[config.mk]
export PLATFORM = sky130hd
export DESIGN_NAME = uart_tx_arbiter_flat
export DESIGN_NICKNAME = d
export VERILOG_FILES = /design/src/rtl/uart_tx_arbiter_if.sv /design/src/rtl/uart_tx_arbiter.sv /design/src/flat_wrapper.sv
export SDC_FILE = /design/constraint.sdc
export NUM_CORES = 1
export LEC_CHECK = 0
export ABC_AREA = 1
export CAP_MARGIN = 15
export CORE_ASPECT_RATIO = 0.6
export CORE_MARGIN = 1
export CORE_UTILIZATION = 27
export CTS_BUF_LIST = sky130_fd_sc_hd__clkbuf_4 sky130_fd_sc_hd__clkbuf_8
export DETAILED_ROUTE_END_ITERATION = 6
export SLEW_MARGIN = 5
export SYNTH_ARGS = -nofsm -noshare
export SYNTH_HDL_FRONTEND = slang
export SYNTH_SLANG_ARGS = --single-unit
export TNS_END_PERCENT = 10
[constraint.sdc]
create_clock -name i_clk -period 1.1 [get_ports i_clk]
set_input_delay 0.22 -clock i_clk [delete_from_list [all_inputs] [get_ports i_clk]]
set_output_delay 0.22 -clock i_clk [all_outputs]
set_load 0.005 [all_outputs]
[src/rtl/uart_tx_arbiter_if.sv]
// Producer/serializer-side signals of uart_tx_arbiter; master is the arbiter's view.
// i_req_last exists only when UART_TX_ARB_PACKET_EN is defined.
interface uart_tx_arbiter_if #(
  parameter int unsigned NUM_REQ = 4,
  parameter int unsigned ID_W    = 2
);
  logic [NUM_REQ-1:0]   i_req_valid;
  logic [8*NUM_REQ-1:0] i_req_byte;
`ifdef UART_TX_ARB_PACKET_EN
  logic [NUM_REQ-1:0]   i_req_last;
`endif
  logic [NUM_REQ-1:0]   o_req_ack;
  logic [NUM_REQ-1:0]   o_req_done;
  logic                 o_tx_dv;
  logic [7:0]           o_tx_byte;
  logic                 i_tx_active;
  logic                 i_tx_done;
  logic                 o_busy;
  logic [ID_W-1:0]      o_grant_id;
  logic                 o_timeout;

`ifdef UART_TX_ARB_PACKET_EN
  modport master (
    input  i_req_valid, i_req_byte, i_req_last, i_tx_active, i_tx_done,
    output o_req_ack, o_req_done, o_tx_dv, o_tx_byte, o_busy, o_grant_id, o_timeout
  );
  modport slave (
    output i_req_valid, i_req_byte, i_req_last, i_tx_active, i_tx_done,
    input  o_req_ack, o_req_done, o_tx_dv, o_tx_byte, o_busy, o_grant_id, o_timeout
  );
`else
  modport master (
    input  i_req_valid, i_req_byte, i_tx_active, i_tx_done,
    output o_req_ack, o_req_done, o_tx_dv, o_tx_byte, o_busy, o_grant_id, o_timeout
  );
  modport slave (
    output i_req_valid, i_req_byte, i_tx_active, i_tx_done,
    input  o_req_ack, o_req_done, o_tx_dv, o_tx_byte, o_busy, o_grant_id, o_timeout
  );
`endif
endinterface

[src/rtl/uart_tx_arbiter.sv]
// Round-robin arbiter sharing one uart_tx among NUM_REQ byte producers, with a done watchdog.
// Define UART_TX_ARB_PACKET_EN to lock the grant to one requester until a byte marked last.
module uart_tx_arbiter #(
  parameter int unsigned NUM_REQ        = 4,
  parameter int unsigned ID_W           = 2,
  parameter int unsigned TIMEOUT_CYCLES = 5208
) (
  input logic               i_clk,
  input logic               i_rst_n,
  uart_tx_arbiter_if.master bus
);
  localparam int unsigned CntW = $clog2(TIMEOUT_CYCLES);

  typedef enum logic [1:0] {StIdle, StWaitDone, StFlush} state_e;

  state_e              state_q;
  logic [1:0]          rst_sync_q;
  logic                rst_n;
  logic                tx_dv_q, timeout_q;
  logic [NUM_REQ-1:0]  ack_q, done_q, cand;
  logic [7:0]          tx_byte_q;
  logic [ID_W-1:0]     grant_q, last_q;
  logic [CntW-1:0]     cnt_q;
  logic                hi_found, lo_found, win_found;
  logic [ID_W-1:0]     hi_id, lo_id, win_id;
  logic [7:0]          hi_byte, lo_byte, win_byte;

  // Reset asserts asynchronously but releases on a clock edge.
  always_ff @(posedge i_clk or negedge i_rst_n) begin
    if (!i_rst_n) rst_sync_q <= 2'b00;
    else          rst_sync_q <= {rst_sync_q[0], 1'b1};
  end
  assign rst_n = rst_sync_q[1];

`ifdef UART_TX_ARB_PACKET_EN
  logic lock_q, pkt_last_q;
  assign cand = lock_q ? (bus.i_req_valid & (NUM_REQ'(1) << grant_q)) : bus.i_req_valid;
`else
  assign cand = bus.i_req_valid;
`endif

  // Lowest candidate above last wins; otherwise wrap to the lowest candidate overall.
  always_comb begin
    hi_found = 1'b0;
    hi_id    = '0;
    hi_byte  = '0;
    lo_found = 1'b0;
    lo_id    = '0;
    lo_byte  = '0;
    for (int k = int'(NUM_REQ) - 1; k >= 0; k--) begin
      if (cand[k]) begin
        lo_found = 1'b1;
        lo_id    = ID_W'(k);
        lo_byte  = bus.i_req_byte[8*k +: 8];
        if (k > int'(last_q)) begin
          hi_found = 1'b1;
          hi_id    = ID_W'(k);
          hi_byte  = bus.i_req_byte[8*k +: 8];
        end
      end
    end
    win_found = hi_found | lo_found;
    win_id    = hi_found ? hi_id : lo_id;
    win_byte  = hi_found ? hi_byte : lo_byte;
  end

  always_ff @(posedge i_clk or negedge rst_n) begin
    if (!rst_n) begin
      state_q    <= StIdle;
      tx_dv_q    <= 1'b0;
      ack_q      <= '0;
      done_q     <= '0;
      timeout_q  <= 1'b0;
      tx_byte_q  <= '0;
      grant_q    <= '0;
      last_q     <= ID_W'(NUM_REQ - 1);
      cnt_q      <= '0;
`ifdef UART_TX_ARB_PACKET_EN
      lock_q     <= 1'b0;
      pkt_last_q <= 1'b0;
`endif
    end else begin
      tx_dv_q   <= 1'b0;
      ack_q     <= '0;
      done_q    <= '0;
      timeout_q <= 1'b0;
      case (state_q)
        StIdle: begin
          // A serializer still busy from before a reset must finish first.
          if (win_found && !bus.i_tx_active) begin
            tx_dv_q   <= 1'b1;
            ack_q     <= NUM_REQ'(1) << win_id;
            tx_byte_q <= win_byte;
            grant_q   <= win_id;
            last_q    <= win_id;
            cnt_q     <= '0;
            state_q   <= StWaitDone;
`ifdef UART_TX_ARB_PACKET_EN
            lock_q     <= 1'b1;
            pkt_last_q <= bus.i_req_last[win_id];
`endif
          end
        end
        StWaitDone: begin
          if (bus.i_tx_done) begin
            done_q  <= NUM_REQ'(1) << grant_q;
            cnt_q   <= '0;
            state_q <= StIdle;
`ifdef UART_TX_ARB_PACKET_EN
            if (pkt_last_q) lock_q <= 1'b0;
`endif
          end else if (cnt_q == CntW'(TIMEOUT_CYCLES - 1)) begin
            timeout_q <= 1'b1;
            cnt_q     <= '0;
            state_q   <= StFlush;
`ifdef UART_TX_ARB_PACKET_EN
            lock_q    <= 1'b0;
`endif
          end else begin
            cnt_q <= cnt_q + 1'b1;
          end
        end
        StFlush: begin
          if (!bus.i_tx_active) state_q <= StIdle;
        end
        default: state_q <= StIdle;
      endcase
    end
  end

  assign bus.o_tx_dv    = tx_dv_q;
  assign bus.o_req_ack  = ack_q;
  assign bus.o_req_done = done_q;
  assign bus.o_tx_byte  = tx_byte_q;
  assign bus.o_grant_id = grant_q;
  assign bus.o_timeout  = timeout_q;
  assign bus.o_busy     = (state_q != StIdle);
endmodule

[src/flat_wrapper.sv]
// flat-port wrapper written by rule: the top's interface ports become plain ports
module uart_tx_arbiter_flat 
#(
  parameter int unsigned NUM_REQ        = 4,
  parameter int unsigned ID_W           = 2,
  parameter int unsigned TIMEOUT_CYCLES = 5208
)
  (i_clk, i_rst_n, bus_i_req_valid, bus_i_req_byte, bus_i_tx_active, bus_i_tx_done, bus_o_req_ack, bus_o_req_done, bus_o_tx_dv, bus_o_tx_byte, bus_o_busy, bus_o_grant_id, bus_o_timeout);
  uart_tx_arbiter_if #(.NUM_REQ(NUM_REQ), .ID_W(ID_W)) bus_i ();
  input logic i_clk;
  input logic i_rst_n;
  input wire logic [$bits(bus_i.i_req_valid)-1:0] bus_i_req_valid;
  input wire logic [$bits(bus_i.i_req_byte)-1:0] bus_i_req_byte;
  input wire logic [$bits(bus_i.i_tx_active)-1:0] bus_i_tx_active;
  input wire logic [$bits(bus_i.i_tx_done)-1:0] bus_i_tx_done;
  output wire logic [$bits(bus_i.o_req_ack)-1:0] bus_o_req_ack;
  output wire logic [$bits(bus_i.o_req_done)-1:0] bus_o_req_done;
  output wire logic [$bits(bus_i.o_tx_dv)-1:0] bus_o_tx_dv;
  output wire logic [$bits(bus_i.o_tx_byte)-1:0] bus_o_tx_byte;
  output wire logic [$bits(bus_i.o_busy)-1:0] bus_o_busy;
  output wire logic [$bits(bus_i.o_grant_id)-1:0] bus_o_grant_id;
  output wire logic [$bits(bus_i.o_timeout)-1:0] bus_o_timeout;
  assign bus_i.i_req_valid = bus_i_req_valid;
  assign bus_i.i_req_byte = bus_i_req_byte;
  assign bus_i.i_tx_active = bus_i_tx_active;
  assign bus_i.i_tx_done = bus_i_tx_done;
  assign bus_o_req_ack = bus_i.o_req_ack;
  assign bus_o_req_done = bus_i.o_req_done;
  assign bus_o_tx_dv = bus_i.o_tx_dv;
  assign bus_o_tx_byte = bus_i.o_tx_byte;
  assign bus_o_busy = bus_i.o_busy;
  assign bus_o_grant_id = bus_i.o_grant_id;
  assign bus_o_timeout = bus_i.o_timeout;
  uart_tx_arbiter #(.NUM_REQ(NUM_REQ), .ID_W(ID_W), .TIMEOUT_CYCLES(TIMEOUT_CYCLES)) u_core (.i_clk(i_clk), .i_rst_n(i_rst_n), .bus(bus_i));
endmodule
# [Yosys cells after proc, flatten, opt, wreduce, memory -nomap -nowiden]
# Cells that the tools add are included.
[word_totals] ff_bits=39 inputBits=40 out_inout_bits=21 elab_cells=81
[classes] addsub=1 order_cmp=3 eq_ne=6 n_shift=2 muxes=50 bitwise=1 reduce_logical=8
[op_table] cell="two-way mux 8 bit" count=11
[op_table] cell="two-way mux 13 bit" count=3
[op_table] cell="two-way mux 2 bit" count=15
[op_table] cell="one-hot mux 13 bit (2 select lines)" count=1
[op_table] cell="two-way mux 4 bit" count=4
[op_table] cell="two-way mux 1 bit" count=15
[op_table] cell="adder 13 x 1 -> 13 bit (second input constant)" count=1
[op_table] cell="== test 13 bit (second input constant)" count=1
[op_table] cell="left shift 1 x 2 -> 4 bit (first input constant)" count=2
[op_table] cell="one-hot mux 2 bit (3 select lines)" count=1
[op_table] cell="greater-than comparator 2 bit (first input constant)" count=2
[op_table] cell="AND reduction 2 bit" count=2
[op_table] cell="nonzero test 2 bit" count=2
[op_table] cell="!= test 3 x 2 -> 1 bit (second input constant)" count=1
[op_table] cell="AND reduction 3 bit" count=1
[op_table] cell="== test 2 x 1 -> 1 bit (second input constant)" count=1
[op_table] cell="== test 2 bit (second input constant)" count=1
[op_table] cell="greater-than comparator 1 x 2 -> 1 bit (first input constant)" count=1
[op_table] cell="zero test 2 bit" count=1
[op_table] cell="!= test 2 x 1 -> 1 bit (second input constant)" count=1
[op_table] cell="!= test 2 bit (second input constant)" count=1
[op_table] cell="logical AND 1 bit" count=1
[op_table] cell="zero test 1 bit" count=1
[op_table] cell="OR 1 bit" count=1

# [Logic depth before layout (Yosys ltp)]
[depth] ltp_word=11 mapped_depth=9 depth_no_buf=8

# [Worst setup path before layout]
# No wires, ideal clock.
[synth_timing] path_kind="reg2reg" startpoint="register u_core.cnt_q[0]" endpoint="register u_core.cnt_q[12]" setup_time_ps=119 arrival_time_ps=1207 required_ps=981 path_slack_ps=-226 path_stages_with_launch=9 n_path_buf=0 period_less_slack_ps=1326 path_cell_list="dfrtp_1 ha_1 inv_1 nor2_1 nand4_1 nor2_1 nand3_1 nand2_1 nor2_1"
[synth_via] elab_chain_len=4 word_cells_on_any_way=5 classes_between="add/sub: 1; eq/ne: 1; mux: 3"
[synth_rtl] item="start: declaration" line="uart_tx_arbiter.sv:23" source="logic [CntW-1:0] cnt_q;"
[synth_rtl] item="start signal: assignment" line="uart_tx_arbiter.sv:120" source="cnt_q <= cnt_q + 1'b1;"
[synth_rtl] item="adder 13 x 1 -> 13 bit or == test 13 bit (tied branches)" line="uart_tx_arbiter.sv:120, uart_tx_arbiter.sv:112"
[synth_rtl] item="two-way mux 13 bit *" line="uart_tx_arbiter.sv:112" source="end else if (cnt_q == CntW'(TIMEOUT_CYCLES - 1)) begin"
[synth_rtl] item="two-way mux 13 bit *" line="uart_tx_arbiter.sv:105" source="if (bus.i_tx_done) begin"
[synth_rtl] item="one-hot mux 13 bit (2 select lines) *" line="uart_tx_arbiter.sv:87" source="case (state_q)"
# Every way passes the cells marked *; elsewhere a longest branch is shown, timed or not.
# A chain may end at the register's enable or synchronous reset.

# [Final worst setup path]
[layout_timing] startpoint="register u_core.last_q[1]" endpoint="register u_core.tx_byte_q[2] (netlist: u_core.bus.o_tx_byte[2])"
[layout_via] elab_chain_len=10 word_cells_on_any_way=19 classes_between="order compare: 3; mux: 13; bitwise: 1; reduce/logical: 2"
[layout_rtl] item="start: declaration" line="uart_tx_arbiter.sv:22" source="logic [ID_W-1:0] grant_q, last_q;"
[layout_rtl] item="start signal: assignment" line="uart_tx_arbiter.sv:76" source="last_q <= ID_W'(NUM_REQ - 1);"
[layout_rtl] item="start signal: assignment" line="uart_tx_arbiter.sv:95" source="last_q <= win_id;"
[layout_rtl] item="greater-than comparator 2 bit" line="uart_tx_arbiter.sv:55" source="if (k > int'(last_q)) begin"
[layout_rtl] item="two-way mux 1 bit" line="uart_tx_arbiter.sv:55"
[layout_rtl] item="two-way mux 1 bit" line="uart_tx_arbiter.sv:51" source="if (cand[k]) begin"
[layout_rtl] item="two-way mux 1 bit" line="uart_tx_arbiter.sv:55"
[layout_rtl] item="two-way mux 1 bit" line="uart_tx_arbiter.sv:51"
[layout_rtl] item="two-way mux 1 bit" line="uart_tx_arbiter.sv:55"
[layout_rtl] item="two-way mux 1 bit" line="uart_tx_arbiter.sv:51"
[layout_rtl] item="OR 1 bit" line="uart_tx_arbiter.sv:62" source="win_found = hi_found | lo_found;"
[layout_rtl] item="logical AND 1 bit" line="uart_tx_arbiter.sv:90" source="if (win_found && !bus.i_tx_active) begin"
[layout_rtl] item="AND reduction 2 bit (no line)"
[layout_rtl] item="end signal: assignment" line="uart_tx_arbiter.sv:93" source="tx_byte_q <= win_byte;"
[layout_rtl] item="end: declaration" line="uart_tx_arbiter.sv:21" source="logic [7:0] tx_byte_q;"
# Parallel ways exist; a longest one is shown, timed or not.

==> metrics.md <==
| Metric | Value |
|---|---|
| Worst path most repeated cell | nand2_1 |
| Leak Pwr | 1.80 nW |
| Crit-path leading delay family | flip-flops |
| Final critical-path setup slack | -287 ps |
| DRC Markers | 0 |
| Drt pass-1 iters | 4 |
| I/O Buffers | 60 |
| Clock Pin Slew Worst Setup and Hold Paths | 80 ps |
| Post-synthesis sequential area ratio | 0.403 |
| Grt ovf | 0 |
| Root buffer cell | clkbuf_8 |
| Slowest CP cell | dfstp_2 |
| Critical Path Source Type | register |
| WP data arrival | 1630 ps |
| Primary FF master, synth | dfrtp_1 |
| Unrepaired setup endpoints after global routing | true |
| Placed cell area | 3490 um2 |
| DP Cell Count | 548 |
| Clk_skew | 6.22 ps |
| Area growth, synth to finish | 53.2% |
| Worst skew pair latency | 300 ps |
| Net Sw Power | 1.84 mW |
| Vias per cell | 4.71 |
| Routed Antenna Nets | 0 |
| # nets final | 489 |
| Fin util | 0.432 |
| Iteration-0 DRC Markers | 180 |
| Largest net degree at the start of global routing | 38 |
| Gr usage total | 0.168 |
| Detailed Place HPWL | 5770 um |
| Worst setup EP type | register |
| Number of synthesized register bits | 39 |
| Worst-path cell chain | nand2_1 -> a21oi_4 -> o21ai_1 -> nand2_1 -> nand2_1 -> nand2_1 |
| Final wirelength | 7590 um |
| Worst Reg2Reg Path Length in Cells | 6 |
| Place WS | -583 ps |
| Crit path kind | register to register |
| Syn Nets | 382 |
| Hold-fix buffers at CTS | 0 |
| Worst-path fanout max | 8 |
| CTS sink cnt | 39 |
| Crit path buffers/inverters | 0 |
| Synth area leader | dfrtp_1 |
| Number of antenna violations at the first check in global routing | 0 |
| Max cap viols | 0 |
| Footprint of the multi-input gates | 1430 um2 |
| Synth async-reset ratio | 1.00 |
| Die H | 75.5 um |
| Die width | 124 um |
| Via count | 2642 |
| Clock share of power | 0.243 |
| Power share of the combinational group | 0.399 |
| Critical Path Max Stage Delay | 540 ps |
| Share of layout cells above drive strength 1 | 0.312 |
| Critical Path RT | 1340 ps |
| Hold crit path type | input port to asynchronous set/reset pin |
| Share of the synthesized area in the top cell type | 0.381 |
| Row cnt | 26 |
| CTS max path bufs | 2 |
| Status | finished with violations |
| Final Wtd Congestion | 0.927 |
| Hold Fails Final Rpt | 0 |
| EDFF count, synth | 0 |
| Final setup fails | 36 |
| Number of buffers created by CTS | 5 |
| Top-count cell post-synth | nand2_1 |
| Internal cell power | 3.36 mW |
| Fillers | 848 |
| Yosys warns | 0 |
| FF/Latch Area | 985 um2 |
| Achievable Freq | 0.721 GHz |
| Die area | 9400 um2 |
| Synth cell types | 32 |
| Vias in the first global route | 2470 |
| H-tree depth | 2 |
| Switch share | 0.354 |
| Antenna Cells | 0 |
| Power density over cell area | 1400 nW/um2 |
| Mapped Area | 2430 um2 |
| Post-Synthesis Cells | 341 |
| Avg Inst Size Synth | 7.13 um2 |
| Avg WL per Cell | 13.5 um |
| Synth area leaders | dfrtp_1, nand2_1, nor2_1 |
| Non-filler cells, final | 561 |
| Post-route cell area | 3720 um2 |
| CTS tree | done |
| Worst vdd ir | 0.551 mV |
| Commonest cells in the netlist | nand2_1, dfrtp_1, nor2_1 |
| CORE AREA | 8620 um2 |
| Path length in cells of the critical path | 6 |
| # IOs | 61 |
| Max Slew Vio Count | 0 |
| Final Cycle Share | 1.26 |
| Initial core utilization | 0.282 |
| Tmin final | 1390 ps |
| Failing checks | setup timing |
| Flop pwr share | 0.358 |
| First-pass GRT wire length | 12300 um |
==> sequential cells by signal, summed over array words and instances, names as in the netlist, 2 cells and up <==
signal	count
u_core.state_q	2
u_core.last_q	2
u_core.bus.o_req_ack	4
u_core.bus.o_grant_id	2
u_core.bus.o_tx_byte	8
u_core.bus.o_req_done	4
u_core.rst_sync_q	2
u_core.cnt_q	13
==> metal layers <==
layer | GRT usage | wire length, um | up-vias
met3 | 0.0414 | 465 | 6
met1 | 0.240 | 3870 | 1230
met4 | 0.0348 | 53 | 0
li1 | - | - | 1318
met2 | 0.258 | 3210 | 88
met5 | 0 | 0 | -
==> cells by family after synthesis <==
family | after synthesis | synth area share
buf+inv | 43 | 0.0855
xor+xnor | 2 | 0.00721
flops | 39 | 0.403
simple gates | 208 | 0.383
other cells | 1 | 0.00154
fa+ha+maj | 1 | 0.00515
compound gates | 47 | 0.115
==> metrics by stage <==
stage               power, mW  hold slack [ps]  setup TNS, ps
finish                   5.19             79.8          -6920
global route             5.56             60.1          -9610
CTS                      5.22             68.3          -7100
detailed placement       3.99              240         -18340
global placement         3.95              237         -17100
floorplan                2.93            -75.6          -5080
==> final timing paths <==
path                                                 from                                   to  slack, ps
min                                               i_rst_n       u_core.rst_sync_q[0]$_DFF_PN0_         80
max in group asynchronous  u_core.rst_sync_q[1]$_DFF_PN0_         u_core.last_q[0]$_DFFE_PN1P_        610
min reg2reg                u_core.rst_sync_q[1]$_DFF_PN0_  u_core.bus.o_tx_byte[4]$_DFFE_PN0P_        230
max reg2reg                  u_core.last_q[1]$_DFFE_PN1P_  u_core.bus.o_tx_byte[2]$_DFFE_PN0P_       -290
min in group i_clk         u_core.rst_sync_q[0]$_DFF_PN0_       u_core.rst_sync_q[1]$_DFF_PN0_        350
max                          u_core.last_q[1]$_DFFE_PN1P_  u_core.bus.o_tx_byte[2]$_DFFE_PN0P_       -290
==> cell usage in the layout, fill, tap and decap left out, types with 2 or more instances in the layout <==
cell type        count
nand3_1             16
nor2_2               6
nor2_4               6
inv_1               24
dfrtp_1             32
dfrtp_2              5
nor2_1              27
clkdlybuf4s50_1     36
nor3_4               2
o21ai_1             16
nand2_1            110
nor4_2               4
dfstp_2              2
a21oi_1              3
buf_4               42
nand2_2             10
nand3_2              2
o21ai_0             16
xor2_1               2
dlygate4sd2_1        3
clkbuf_2            12
inv_2                9
nand3_4              4
nand4_1             12
nor3_2               2
buf_2                8
nand2_4              5
clkbuf_8             6
a21oi_4              2
buf_12               3
buf_6                4
o22ai_1              8
==> layout make-up <==
cell class,count,area share
Clock buffer,6,0.0222
Clock inverter,2,0.00941
Inverter,34,0.0350
Multi-Input combinational cell,259,0.385
Sequential cell,39,0.265
Tap cell,112,0.0376
Timing Repair Buffer,109,0.246
==> power groups by stage <==
stage,registers (mW),clock network (mW),logic [mW]
CTS,1.87,1.29,2.06
finish,1.86,1.26,2.07
floorplan,1.91,0,1.02
global placement,1.90,0,2.05
detailed placement,1.89,0,2.09
global route,1.89,1.37,2.29
==> repair_timing <==
action | in CTS | in global routing
endpoints found under the setup margin | 58 | 50
pin swaps | 12 | 11
resized for setup | 85 | 44
setup buffers | 4 | 1
hold endpoints to repair | 0 | 0
(Power assumes the default switching activity.)
